`src/rtl/fetch_pc_gen.sv`:
```
// Fetch-stage next-PC generator: holds the fetch PC, picks the next one by priority,
// and derives the IM word index, fetch address error, delay-slot flag and fetch count.
module fetch_pc_gen #(
    parameter int          ADDR_W   = 32,
    parameter logic [31:0] RESET_PC = 32'h0000_3000,
    parameter logic [31:0] EXC_PC   = 32'h0000_4180,
    parameter logic [31:0] IM_BASE  = 32'h0000_3000,
    parameter int          IM_DEPTH = 4096,
    parameter int          CNT_W    = 32
) (
    input  logic                        clk,
    input  logic                        reset,
    input  logic                        stall,
    input  logic                        exc_req,
    input  logic                        eret,
    input  logic [ADDR_W-1:0]           epc,
    input  logic                        jr,
    input  logic [ADDR_W-1:0]           jr_target,
    input  logic                        jump,
    input  logic [ADDR_W-1:0]           jump_target,
    input  logic                        branch,
    input  logic [ADDR_W-1:0]           branch_target,
    input  logic                        d_is_ctrl,
    output logic [ADDR_W-1:0]           pc,
    output logic [ADDR_W-1:0]           pc_plus8,
    output logic [$clog2(IM_DEPTH)-1:0] im_addr,
    output logic                        adel,
    output logic [4:0]                  exc_code,
    output logic                        bd,
    output logic [CNT_W-1:0]            fetch_cnt
);

    localparam int                IM_AW     = $clog2(IM_DEPTH);
    localparam logic [ADDR_W-1:0] RESET_A   = ADDR_W'(RESET_PC);
    localparam logic [ADDR_W-1:0] EXC_A     = ADDR_W'(EXC_PC);
    localparam logic [ADDR_W-1:0] IM_BASE_A = ADDR_W'(IM_BASE);
    // End of the IM window is formed one bit wider so a window touching the top never wraps.
    localparam logic [ADDR_W:0]   IM_SPAN   = (ADDR_W+1)'(IM_DEPTH) << 2;
    localparam logic [ADDR_W:0]   IM_END    = {1'b0, IM_BASE_A} + IM_SPAN;
    localparam logic [CNT_W-1:0]  CNT_MAX   = '1;

    logic [ADDR_W-1:0] next_pc_s;
    logic              next_bd_s;
    logic              advance_s;
    logic [ADDR_W-1:0] offset_s;

    // Next-PC priority select; exception and ERET override a stall.
    always_comb begin
        next_pc_s = pc;
        next_bd_s = bd;
        advance_s = 1'b1;
        if (exc_req) begin
            next_pc_s = EXC_A;
            next_bd_s = 1'b0;
        end else if (eret) begin
            next_pc_s = epc;
            next_bd_s = 1'b0;
        end else if (stall) begin
            advance_s = 1'b0;
        end else begin
            next_bd_s = d_is_ctrl;
            if (jr) begin
                next_pc_s = jr_target;
            end else if (jump) begin
                next_pc_s = jump_target;
            end else if (branch) begin
                next_pc_s = branch_target;
            end else begin
                next_pc_s = pc + ADDR_W'(32'd4);
            end
        end
    end

    // PC, delay-slot flag and saturating advance counter.
    always_ff @(posedge clk) begin
        if (reset) begin
            pc        <= RESET_A;
            bd        <= 1'b0;
            fetch_cnt <= '0;
        end else begin
            pc <= next_pc_s;
            bd <= next_bd_s;
            if (advance_s && (fetch_cnt != CNT_MAX)) begin
                fetch_cnt <= fetch_cnt + CNT_W'(32'd1);
            end
        end
    end

    // Address checks on the current PC; a faulting fetch gets word index 0.
    always_comb begin
        offset_s = pc - IM_BASE_A;
        adel     = (pc[1:0] != 2'b00) || (pc < IM_BASE_A) || ({1'b0, pc} >= IM_END);
        if (adel) begin
            im_addr  = '0;
            exc_code = 5'd4;
        end else begin
            im_addr  = IM_AW'(offset_s >> 2);
            exc_code = 5'd0;
        end
        pc_plus8 = pc + ADDR_W'(32'd8);
    end

endmodule

```
`config.mk`:
```
export PLATFORM = sky130hd
export DESIGN_NAME = fetch_pc_gen
export DESIGN_NICKNAME = d
export VERILOG_FILES = /design/src/rtl/fetch_pc_gen.sv
export SDC_FILE = /design/constraint.sdc
export NUM_CORES = 1
export LEC_CHECK = 0
export BUFFER_PORTS_ARGS = -buffer_cell sky130_fd_sc_hd__buf_2
export CAP_MARGIN = 15
export CORE_ASPECT_RATIO = 1.25
export CORE_MARGIN = 1
export CORE_UTILIZATION = 51
export CTS_CLUSTER_SIZE = 10
export DETAILED_ROUTE_END_ITERATION = 6
export HOLD_SLACK_MARGIN = 0.06
export PLACE_DENSITY_LB_ADDON = 0.05
export SETUP_SLACK_MARGIN = 0.2
export SYNTH_ARGS = -nofsm -noshare
export SYNTH_HDL_FRONTEND = slang
export SYNTH_SLANG_ARGS = --single-unit
```
`constraint.sdc`:
```
create_clock -name clk -period 4.5 [get_ports clk]
set_clock_uncertainty 0.2 [all_clocks]
set_input_delay 0.675 -clock clk [delete_from_list [all_inputs] [get_ports clk]]
set_output_delay 0.675 -clock clk [all_outputs]
set_load 0.01 [all_outputs]
```
==> results.json <==
{
  "final_cell_mix": "buf_2, o21ai_0, dfxtp_1, nand2_1, a21oi_1",
  "postCtsSetupBuffers": 0,
  "cp_slowest_cell": "dfxtp_1",
  "synth_area_um2": 5230,
  "status": "finished, final reports clean",
  "dp_hpwl_um": 14400,
  "max_freq_mhz": 270,
  "leakagePower_nw": 2.82,
  "slowest_delay_ns": 0.52,
  "layout_commonest_cell": "buf_2",
  "initial_core_util_pct": 53.3,
  "end_kind": "output port",
  "syn-instance-count": 734,
  "critPathLaunchType": "register",
  "drc": 0,
  "ys_seq_area_share_pct": 24.9,
  "tritoncts": "built",
  "area_growth_syn_to_layout_pct": 27.0,
  "ys_ff_latch": 65,
  "root_buffer": "clkbuf_16",
  "cts_max_path_buffers": 2,
  "setup_viol": 0,
  "multi_input_area_um2": 3520,
  "worst_slew_pin_slew_ns": 1.03,
  "cp_num_buf_inv": 2,
  "hold_start": "fetch_cnt[9]",
  "via_count": 6558,
  "whs_endpoint": "fetch_cnt[9]",
  "crit_family": "simple AND/OR/NAND/NOR gates",
  "grt.overflow.total": 0,
  "globalplace.congestion": 0.941,
  "reg2reg_to": "pc[30]",
  "max_cap_violations": 0,
  "cts_hold_buf": 0,
  "arrival_ns": 2.83,
  "finalNetCount": 1069,
  "first_pass_iters": 6,
  "finalHoldViolations": 0,
  "fin_area_um2": 6640,
  "cp-startpoint": "pc[12]",
  "cp_data_required_time_ns": 3.62,
  "coreArea_um2": 9810,
  "synthFlopType": "dfxtp_1",
  "grt_pass1_vias": 6055,
  "fin_crit_ns": 3.70,
  "postLayoutCoreUtil_pct": 67.7,
  "path_cells": "ha_1 > and3_1 > nand3_1 > nor4_1 > buf_4 > and3_1 > xor2_1 > buf_2",
  "finalSetupTns_ns": 0,
  "totalWireLength_um": 19700,
  "drive_gt1_share_pct": 30.5,
  "whs_path_depth": 2,
  "hp-class": "register to register",
  "power_density_nw_per_um2": 253,
  "via_per_inst": 6.20,
  "async_flop_share_pct": 0,
  "max-slew-margin-rel_pct": 31.1,
  "clock-sinks": 65,
  "n_antenna_cell": 0,
  "criticalPathCategory": "register to output port",
  "r2r_cells": 6,
  "die-area_um2": 10700,
  "clkTransAtPathRegs_ns": 0.06,
  "ys_types": 59,
  "cts_made_buffers": 9,
  "yosys_warnings": 0,
  "htreeDepth": 3,
  "track_usage_pct": 35.6,
  "antenna_found_initial": 0,
  "post_cts_resized": 0,
  "routedWlPerCell_um": 18.6,
  "worstPathMaxFanout": 13,
  "rrSetupSlack_ns": 1.61,
  "row_count": 40,
  "regToRegStartpoint": "pc[2]",
  "grt_start_max_net_pins": 54,
  "grt_pass1_wl_um": 30000,
  "grt_setup_unrepaired": "no",
  "seqCellArea_um2": 1300,
  "portBuffers": 247,
  "die_w_um": 92.6,
  "placed_cell_area_um2": 6340,
  "fin_hold_ws_ns": 0.301,
  "clock_latency_ns": 0.33,
  "drv_slew": 0,
  "crit_top_cell": "and3_1",
  "io-pin-count": 252,
  "synth_edf_count": 0,
  "dieHeight_um": 115,
  "fillCellCount": 923,
  "ir_drop_uv": 221,
  "timing.final.crit_share_pct": 82.3,
  "syn_avg_cell_area_um2": 7.12,
  "ant_nets": 0,
  "drt_iter0_markers": 491
}
==> cell type report <==
cell class	count	share of cell area, %
repair buffers	253	19.3
clock buffers	11	3.66
flip-flops and latches	65	19.6
clock inverters	5	0.830
multi-input cells	577	53.0
inverters	21	1.19
well taps	126	2.38
==> sequential cells by signal, summed over array words and instances (netlist names), named ones only <==
register	cells
bd	1
pc	30
fetch_cnt	32
==> report_power, final <==
part	internal, mW	total (mW)	switching, mW
Combinational	0.144	0.336	0.192
Sequential	0.595	0.639	0.0443
Clock	0.442	0.706	0.264
==> tightest hold or removal path: stages, from the launching register on <==
cell,delay (ns)
dfxtp_1,0.32
o21ai_1,0.07
a21oi_1,0.06
==> worst max-delay path by stage <==
stage          cells after the start  slack [ns]           end
6_report                           8        0.80  pc_plus8[26]
5_1_grt                            7        0.62  pc_plus8[23]
4_1_cts                            7        0.82  pc_plus8[23]
3_5_place_dp                       7        1.18  pc_plus8[23]
3_3_place_gp                       7        1.31  pc_plus8[23]
2_1_floorplan                      6        1.55  pc_plus8[26]
==> synthesized netlist by cell type, types with 2 or more instances <==
| library cell | count | area share, % |
|---|---|---|
| buf_1 | 2 | 0.14 |
| ha_1 | 5 | 1.2 |
| inv_1 | 20 | 1.4 |
| and4_1 | 5 | 0.84 |
| nand3_1 | 34 | 3.3 |
| or3_1 | 29 | 3.5 |
| nand2_1 | 61 | 4.4 |
| o21a_1 | 5 | 0.72 |
| mux2i_1 | 6 | 1.1 |
| o31ai_1 | 4 | 0.57 |
| a221oi_1 | 22 | 3.7 |
| nor3_1 | 26 | 2.5 |
| buf_4 | 9 | 1.3 |
| or2_2 | 6 | 0.72 |
| nand2b_1 | 5 | 0.60 |
| nor4_1 | 13 | 1.6 |
| o211ai_1 | 7 | 1.0 |
| nand4_1 | 22 | 2.6 |
| xnor2_1 | 30 | 5.0 |
| and2_1 | 9 | 1.1 |
| nor2_1 | 44 | 3.2 |
| o31a_1 | 5 | 0.84 |
| a31o_2 | 2 | 0.34 |
| buf_2 | 9 | 0.86 |
| a31oi_1 | 7 | 0.84 |
| a221o_1 | 3 | 0.57 |
| o2111ai_1 | 3 | 0.50 |
| a211oi_1 | 13 | 1.9 |
| o221ai_1 | 4 | 0.67 |
| a21oi_1 | 58 | 5.6 |
| and3_1 | 10 | 1.2 |
| o21ai_1 | 2 | 0.19 |
| nand4_2 | 2 | 0.48 |
| xor2_1 | 22 | 3.7 |
| clkbuf_1 | 52 | 3.7 |
| dfxtp_1 | 65 | 25 |
| or4_1 | 2 | 0.29 |
| nor2b_1 | 6 | 0.72 |
| o21ai_0 | 68 | 6.5 |
| a22oi_1 | 4 | 0.57 |
| o22ai_1 | 15 | 1.8 |
==> stage by stage <==
stage	instances	power [mW]	setup WS (ns)
2_1_floorplan	737	0.836	1.55
3_3_place_gp	1042	0.975	1.31
3_5_place_dp	1042	0.980	1.18
4_1_cts	1058	1.68	0.821
5_1_grt	1058	1.73	0.617
6_report	1058	1.68	0.795
==> logic make-up (layout without fill, tap and decap cells) <==
logic type,after synthesis,in the layout,share of synthesized area [%]
flip-flops,65,65,24.9
buffers and inverters,95,290,8.04
adder cells (fa/ha/maj),5,5,1.20
XOR/XNOR,52,52,8.71
other,1,4,0.0717
AND/OR/NAND/NOR,281,281,28.3
multiplexers,6,6,1.15
AO/OA/AOI/OAI,229,229,27.6
==> per-layer routing <==
layer  part of all wire (%)  up-vias  track usage, %
li1                       -     3079               -
met1                     38     3022            41.0
met2                     49      402            63.2
met3                    9.7       55            7.41
met4                    3.1        0            16.4
met5                      0        -               0
(Power assumes the default switching activity.)
